## src/rtl/uart_pkg.sv

```systemverilog
`default_nettype none
// ============================================================================
//  Package     : uart_pkg
//  Description : Shared definitions for the UART transmitter and receiver.
//  Revision    : 1.0 - initial release
// ============================================================================
package uart_pkg;

    localparam int DATA_BITS            = 8;
    localparam int CLKS_PER_BIT_DEFAULT = 434;

    typedef enum logic [2:0] {
        IDLE   = 3'd0,
        START  = 3'd1,
        DATA   = 3'd2,
        PARITY = 3'd3,
        STOP   = 3'd4
    } uart_state_t;

endpackage : uart_pkg
`default_nettype wire

```

## src/rtl/uart_baud_gen.sv

```systemverilog
`default_nettype none
// ============================================================================
//  Module      : uart_baud_gen
//  Description : Free-running bit-period counter with an end-of-bit strobe
//                and a synchronous clear.
//  Revision    : 1.0 - initial release
// ============================================================================
module uart_baud_gen #(
    parameter int CLKS_PER_BIT = 434
) (
    input  logic clk,
    input  logic rst,
    input  logic i_clr,
    output logic o_bit_end
);

    localparam int                 c_CNT_W = $clog2(CLKS_PER_BIT);
    localparam logic [c_CNT_W-1:0] c_LAST  = c_CNT_W'(CLKS_PER_BIT - 1);
    localparam logic [c_CNT_W-1:0] c_ONE   = c_CNT_W'(1);

    logic [c_CNT_W-1:0] r_cnt;
    logic               w_bit_end;

    assign w_bit_end = (r_cnt == c_LAST);

    always_ff @(posedge clk) begin
        if (rst || i_clr) begin
            r_cnt <= '0;
        end else if (w_bit_end) begin
            r_cnt <= '0;
        end else begin
            r_cnt <= r_cnt + c_ONE;
        end
    end

    assign o_bit_end = w_bit_end;

endmodule : uart_baud_gen
`default_nettype wire

```

## src/rtl/uart_tx_core.sv

```systemverilog
`default_nettype none
// ============================================================================
//  Module      : uart_tx_core
//  Description : 8N1 UART transmitter with a one-entry holding register so
//                back-to-back bytes leave with no idle gap. Define
//                UART_TX_PARITY_EN to insert a parity bit (8E1 / 8O1).
//  Revision    : 1.0 - initial release
// ============================================================================
module uart_tx_core
    import uart_pkg::*;
#(
    parameter int CLKS_PER_BIT = CLKS_PER_BIT_DEFAULT,
    parameter int STOP_BITS    = 1
`ifdef UART_TX_PARITY_EN
    ,
    parameter bit PARITY_ODD   = 1'b0
`endif
) (
    input  logic                 clk,
    input  logic                 rst,
    input  logic [DATA_BITS-1:0] tx_data,
    input  logic                 tx_valid,
    output logic                 tx_ready,
    output logic                 tx,
    output logic                 busy,
    output logic                 done
);

    localparam logic [2:0] c_LAST_BIT = 3'(DATA_BITS - 1);

    uart_state_t          r_state;
    uart_state_t          w_state_next;
    logic [DATA_BITS-1:0] r_shift;
    logic [DATA_BITS-1:0] w_shift_next;
    logic [2:0]           r_bit_idx;
    logic [2:0]           w_bit_idx_next;
    logic                 r_stop_idx;
    logic                 w_stop_idx_next;
    logic                 r_tx;
    logic                 w_tx_next;
    logic [DATA_BITS-1:0] r_hold_data;
    logic                 r_hold_full;

    logic                 w_push;
    logic                 w_pop;
    logic                 w_done;
    logic                 w_bit_end;
    logic                 w_baud_clr;
    logic                 w_stop_last;

`ifdef UART_TX_PARITY_EN
    logic                 r_parity;
`endif

    assign w_push      = tx_valid && !r_hold_full;
    assign w_baud_clr  = (r_state == IDLE);
    assign w_stop_last = (STOP_BITS == 1) ? 1'b1 : r_stop_idx;

    uart_baud_gen #(
        .CLKS_PER_BIT (CLKS_PER_BIT)
    ) u_baud_gen (
        .clk       (clk),
        .rst       (rst),
        .i_clr     (w_baud_clr),
        .o_bit_end (w_bit_end)
    );

    // tx is computed for the *next* cycle so the line itself comes straight
    // off a flop; every transition below sets w_tx_next for the entered bit.
    always_comb begin
        w_state_next    = r_state;
        w_shift_next    = r_shift;
        w_bit_idx_next  = r_bit_idx;
        w_stop_idx_next = r_stop_idx;
        w_tx_next       = r_tx;
        w_pop           = 1'b0;
        w_done          = 1'b0;

        case (r_state)
            IDLE: begin
                w_tx_next = 1'b1;
                if (r_hold_full) begin
                    w_pop        = 1'b1;
                    w_shift_next = r_hold_data;
                    w_state_next = START;
                    w_tx_next    = 1'b0;
                end
            end

            START: begin
                if (w_bit_end) begin
                    w_state_next   = DATA;
                    w_bit_idx_next = 3'd0;
                    w_tx_next      = r_shift[0];
                end
            end

            DATA: begin
                if (w_bit_end) begin
                    w_shift_next   = {1'b0, r_shift[DATA_BITS-1:1]};
                    w_bit_idx_next = r_bit_idx + 3'd1;
                    if (r_bit_idx == c_LAST_BIT) begin
`ifdef UART_TX_PARITY_EN
                        w_state_next    = PARITY;
                        w_tx_next       = r_parity;
`else
                        w_state_next    = STOP;
                        w_tx_next       = 1'b1;
                        w_stop_idx_next = 1'b0;
`endif
                    end else begin
                        w_tx_next = r_shift[1];
                    end
                end
            end

`ifdef UART_TX_PARITY_EN
            PARITY: begin
                if (w_bit_end) begin
                    w_state_next    = STOP;
                    w_tx_next       = 1'b1;
                    w_stop_idx_next = 1'b0;
                end
            end
`endif

            STOP: begin
                if (w_bit_end) begin
                    if (w_stop_last) begin
                        w_done = 1'b1;
                        if (r_hold_full) begin
                            w_pop        = 1'b1;
                            w_shift_next = r_hold_data;
                            w_state_next = START;
                            w_tx_next    = 1'b0;
                        end else begin
                            w_state_next = IDLE;
                            w_tx_next    = 1'b1;
                        end
                    end else begin
                        w_stop_idx_next = 1'b1;
                    end
                end
            end

            default: begin
                w_state_next = IDLE;
                w_tx_next    = 1'b1;
            end
        endcase
    end

    always_ff @(posedge clk) begin
        if (rst) begin
            r_state     <= IDLE;
            r_shift     <= '0;
            r_bit_idx   <= 3'd0;
            r_stop_idx  <= 1'b0;
            r_tx        <= 1'b1;
            r_hold_data <= '0;
            r_hold_full <= 1'b0;
        end else begin
            r_state    <= w_state_next;
            r_shift    <= w_shift_next;
            r_bit_idx  <= w_bit_idx_next;
            r_stop_idx <= w_stop_idx_next;
            r_tx       <= w_tx_next;
            // A push in the same cycle as a pop keeps the slot full.
            if (w_push) begin
                r_hold_data <= tx_data;
                r_hold_full <= 1'b1;
            end else if (w_pop) begin
                r_hold_full <= 1'b0;
            end
        end
    end

`ifdef UART_TX_PARITY_EN
    // Parity is captured when the byte leaves the holding register because
    // the shift register is consumed bit by bit during DATA.
    always_ff @(posedge clk) begin
        if (rst) begin
            r_parity <= 1'b0;
        end else if (w_pop) begin
            r_parity <= (^r_hold_data) ^ PARITY_ODD;
        end
    end
`endif

    assign tx_ready = !r_hold_full;
    assign tx       = r_tx;
    assign busy     = (r_state != IDLE) || r_hold_full;
    assign done     = w_done;

endmodule : uart_tx_core
`default_nettype wire

```

## config.mk

```make
export PLATFORM = sky130hd
export DESIGN_NAME = uart_tx_core
export DESIGN_NICKNAME = d
export VERILOG_FILES = /design/src/rtl/uart_pkg.sv /design/src/rtl/uart_baud_gen.sv /design/src/rtl/uart_tx_core.sv
export SDC_FILE = /design/constraint.sdc
export NUM_CORES = 1
export LEC_CHECK = 0
export ABC_CLOCK_PERIOD_IN_PS = 3660
export CORE_ASPECT_RATIO = 1.2
export CORE_MARGIN = 2
export CORE_UTILIZATION = 28
export CTS_CLUSTER_DIAMETER = 80
export DETAILED_ROUTE_END_ITERATION = 6
export GPL_TIMING_DRIVEN = 0
export SYNTH_ARGS = -nofsm -noshare
export SYNTH_HDL_FRONTEND = slang
export SYNTH_HIERARCHICAL = 1
export SYNTH_SLANG_ARGS = --single-unit
```

## constraint.sdc

```tcl
create_clock -name clk -period 3.66 [get_ports clk]
set_input_delay 1.098 -clock clk [delete_from_list [all_inputs] [get_ports clk]]
set_output_delay 1.098 -clock clk [all_outputs]
set_load 0.01 [all_outputs]
```

After elaboration in Yosys (flattened, before gate mapping)
Cells that the tools add are included.

cells by class
  $add $sub $neg = 2
  eq/ne operators = 10
  multiplexer cells = 27
  reductions and logical operators = 14

operators with widths
  cell                                                                   count
  8-bit 2-to-1 mux                                                       3
  8-bit case mux with 3 select lines                                     1
  3-bit 2-to-1 mux                                                       7
  1-bit 2-to-1 mux                                                       12
  3-bit case mux with 4 select lines                                     1
  9-bit by 1-bit adder with 9-bit output, second input constant          1
  9-bit equality test, second input constant                             1
  3-bit AND reduction                                                    3
  3-bit equality test, second input constant                             2
  2-bit by 1-bit != test with 1-bit output, second input constant        3
  3-bit case mux with 2 select lines                                     1
  3-bit nonzero test                                                     2
  5-bit AND reduction                                                    1
  2-bit != test, second input constant                                   2
  1-bit case mux with 4 select lines                                     1
  2-bit nonzero test                                                     2
  3-bit by 1-bit adder with 3-bit output, second input constant          1
  3-bit by 1-bit equality test with 1-bit output, second input constant  1
  3-bit by 2-bit equality test with 1-bit output, second input constant  1
  3-bit zero test                                                        1
  1-bit logical OR                                                       2
  1-bit case mux with 2 select lines                                     1
  2-bit OR reduction                                                     1
  1-bit logical AND                                                      1
  1-bit zero test                                                        1

storage, ports and cells
  flip-flop bits (word level) = 33
  output and inout bits = 4
  logic and storage cells = 60

Depth between registers and ports, before layout
  word-level depth = 5
  gate-level depth with buffers = 9
  mapped depth without buffers = 7

By module
The synthesis kept the hierarchy.

by module, submodules not included
  module         times used  cells each  area an instance (um2)  seq. area each (um2)
  uart_tx_core   1           131         1211.2                  480.5
  uart_baud_gen  1           46          414.1                   180.2

Least setup slack after synthesis
OpenSTA, ideal clock, no wires.

  path kind = register to output
  start point = reg u_baud_gen.r_cnt[2]
  end point = out done
  arrival time = 1563 ps
  required time = 2562 ps
  path slack = 999 ps
  stages on the path, launching flop included = 5
  buffers on the path = 1
  cell sequence = dfxtp_1 -> or3_1 -> nor3_1 -> clkbuf_1 -> and3_1

between the ends
  longest elaborated chain between the ends = 3

ends and longest elaborated chain
  item                    line                 text
  start, declared         uart_baud_gen.sv:21  logic [c_CNT_W-1:0] r_cnt;
  start signal, assigned  uart_baud_gen.sv:32  r_cnt <= r_cnt + c_ONE;
  9-bit equality test     uart_baud_gen.sv:24  assign w_bit_end = (r_cnt == c_LAST);
  named net w_bit_end     uart_tx_core.sv:47   logic w_bit_end;
  1-bit 2-to-1 mux        uart_tx_core.sv:128  if (w_bit_end) begin
  1-bit 2-to-1 mux        uart_tx_core.sv:79   case (r_state)
  end, declared           uart_tx_core.sv:26   output logic done

The timed path passes the listed nets, and every way through them passes these cells.

Worst setup path in the final report
Ends and elaborated chain as after synthesis.

==> results by group <==
Cells and area
  • Filler cell count: 594
  • Share of cells above drive strength 1: 0.141
  • Area growth syn-to-layout: 19.2%
  • Fin area: 1940 µm²
  • NumNets Final: 213
  • Ant. Diodes: 0

Pwr
  • Clock share of power: 0.354
  • P per Cell Area: 387 nW/µm²
  • Sequential Power Share: 0.514
  • Switching share of power: 0.260
  • Sw Pwr: 195 µW
  • Combinational Power Share: 0.132
  • Leakage power: 0.000646 µW
  • Peak supply drop: 0.000144 V
  • Int Pwr: 556 µW

Synth
  • Most common cell in the synthesized netlist: dfxtp_1
  • Sequential share of the synthesized area: 0.406
  • Post-Syn Area: 1630 µm²
  • Average size of a mapped cell: 9.18 µm²
  • Post-synth ARST share: 0
  • Number of flops mapped to enable cells by yosys: 0
  • Post-synth net total: 192
  • Most common library cells after synthesis: 33 x dfxtp_1, 23 x nand2_1, 14 x a21oi_1
  • Synth area leaders: dfxtp_1 41%, a211oi_2 5.4%, nand2_1 5.3%
  • Netlist cell types: 40
  • Primary FF master, synth: dfxtp_1
  • Syn. warnings: 6
  • Synthesized flop and latch total: 33
  • Mapped Cells: 177
  • Post-synth top area share: 0.406
  • Post-synth top area cell: dfxtp_1

Die
  • Number of I/O pins: 15
  • Die area: 6430 µm²
  • Die height: 87.5 µm
  • Area of the core: 5630 µm²
  • Row count: 30
  • Starting Density: 0.289
  • Die Width: 73.6 µm

Route
  • WL/cell: 12.2 µm
  • Vias per cell: 4.94
  • First-pass iteration count of the detailed router: 4
  • Via Count: 1,299
  • Initial DRC count: 92
  • DRC: 0
  • Drt total wl: 3220 µm
  • Final antenna-violating net count: 0

STA
  • Slew headroom: 0.539
  • Fin. Hold Viols: 0
  • Final Setup Violations: 0
  • F_max: 290 MHz
  • Crit share post-route: 0.942
  • Setup TNS: 0 ns
  • Unrepaired setup endpoints after global routing: false
  • Clk_skew: 0.00525 ns
  • Worst-margin pin slew: 0.691 ns
  • Fin crit period: 3.45 ns
  • Max Slew Vio Count: 0

Clock network
  • CTS tree: built
  • Postcts setup bufs: 0
  • Clk root buf: clkbuf_8
  • TritonCTS Buffers: 5
  • Worst-skew pair later-pin latency: 0.28 ns
  • TritonCTS Sinks: 33
  • CTS max path bufs: 2
  • Worst-path clk slew: 0.07 ns
  • H-tree levels: 2

Place
  • PortBufs: 14
  • Final GP Congestion: 0.797
  • Post-DP HPWL: 2330 µm
  • DP Area: 1850 µm²

Status
  • Outcome: completed

GRT
  • Largest net degree at the start of global routing: 12
  • Met2 usage: 0.178
  • Global-route wire length before repair: 5530 µm
  • Met1 Use GR: 0.140
  • Initial antenna violation count: 0
  • GR Overflow Total: 0
  • Gr busiest metal: met2
  • Met3 usage: 0.0313
  • Vias in the first global route: 1,198
  • GRT Util Overall: 0.111

Hold path
  • HP Class: reg -> reg

Critical path
  • Req. time, crit path: 2.56 ns
  • CP arrival: 2.35 ns
  • Crit path capture type: output port
  • Crit path max fanout: 10
  • Setup crit start kind: register
  • CP Class: reg -> out

Job
  • Maxcap violations: 0
final timing paths:
kind	startpoint	end	slack [ns]	depth (start not counted)
worst max-delay path	u_baud_gen/r_cnt[2]$_SDFF_PP0_	done	0.21	5
worst min-delay path	r_hold_data[2]$_SDFFE_PP0P_	r_hold_data[2]$_SDFFE_PP0P_	0.46	2
worst max register to register	u_baud_gen/r_cnt[2]$_SDFF_PP0_	r_shift[7]$_SDFFE_PP0P_	1.61	7
worst min register to register	r_hold_data[2]$_SDFFE_PP0P_	r_hold_data[2]$_SDFFE_PP0P_	0.46	2
power by group through the flow:
stage          sequential, µW  clock (µW)  combinational (µW)
6_report                  386         266                99.3
3_3_place_gp              394           0                99.1
5_1_grt                   388         289                 110
4_1_cts                   386         274                 100
3_5_place_dp              394           0                99.9
2_1_floorplan             393           0                66.4
metrics by stage:
step                utilization  hold slack (ns)  setup slack, ns  power, µW  instances
CTS                       0.344            0.462           0.0652        761        263
floorplan                     -            0.433            0.999        459        177
finish                    0.344            0.457            0.212        751        263
global route              0.344            0.482           0.0579        787        263
detailed placement        0.328            0.452            0.237        494        255
global placement          0.328            0.446            0.182        493        255
kinds of logic (layout without fill, tap and decap cells):
| family | after synthesis | in the layout | synth area share |
|---|---|---|---|
| buffers and inverters | 17 | 39 | 0.0577 |
| xor gates and xnor gates | 4 | 4 | 0.0216 |
| AOI/OAI and AO/OA | 48 | 48 | 0.224 |
| DFF | 33 | 33 | 0.406 |
| adders and majority gates | 4 | 4 | 0.0308 |
| muxes | 9 | 9 | 0.0585 |
| and+or+nand+nor | 62 | 62 | 0.201 |
metal layers:
layer  up-vias  part of all wire
met1       601              0.50
li1        679                 -
met5         -                 0
met3         4             0.025
met4         0             0.015
met2        15              0.46
cells in the final DEF (no fill, tap or decap), types with 3 or more instances in the layout:
cell type        synthesis  layout
a211oi_1                 9       9
a211oi_2                 7       7
a21oi_1                 14      14
buf_6                    3       3
clkbuf_8                 0       5
clkdlybuf4s50_1          0      14
dfxtp_1                 33      33
ha_1                     4       4
inv_1                    5       5
mux2i_1                  8       8
nand2_1                 23      23
nand2b_1                 3       3
nand3_1                  6       6
nand3b_1                 4       4
nor2_1                  10      10
o21ai_0                  8       8
or3_1                    5       5
registers in the layout, indices dropped and copies added, names as in the netlist:
register,count
r_bit_idx,3
r_hold_data,8
r_hold_full,1
r_shift,8
r_state,3
tx,1
u_baud_gen/r_cnt,9
repair_timing:
item | 4_1_cts | 5_1_grt
endpoints found under the setup margin | 1 | 1
gates resized for setup | 1 | 2
pin swaps | 0 | 0
hold buffers | 0 | 0
critical path, stage by stage, from the launching register on:
cell,delay (ns)
dfxtp_1,0.36
or3_1,0.44
nor3_2,0.27
clkbuf_2,0.27
and3_1,0.19
clkdlybuf4s50_1,0.53
area by class of cell:
cell class	instances	area, µm²	share of cell area
Multi-Input combinational cell	127	876	0.452
Sequential cell	33	661	0.341
Buffer	12	76.3	0.0394
Clock buffer	5	68.8	0.0355
Tap cell	64	80.1	0.0413
Timing Repair Buffer	14	140	0.0723
Clock inverter	3	17.5	0.00904
Inverter	5	18.8	0.00968
(Power assumes the default switching activity.)
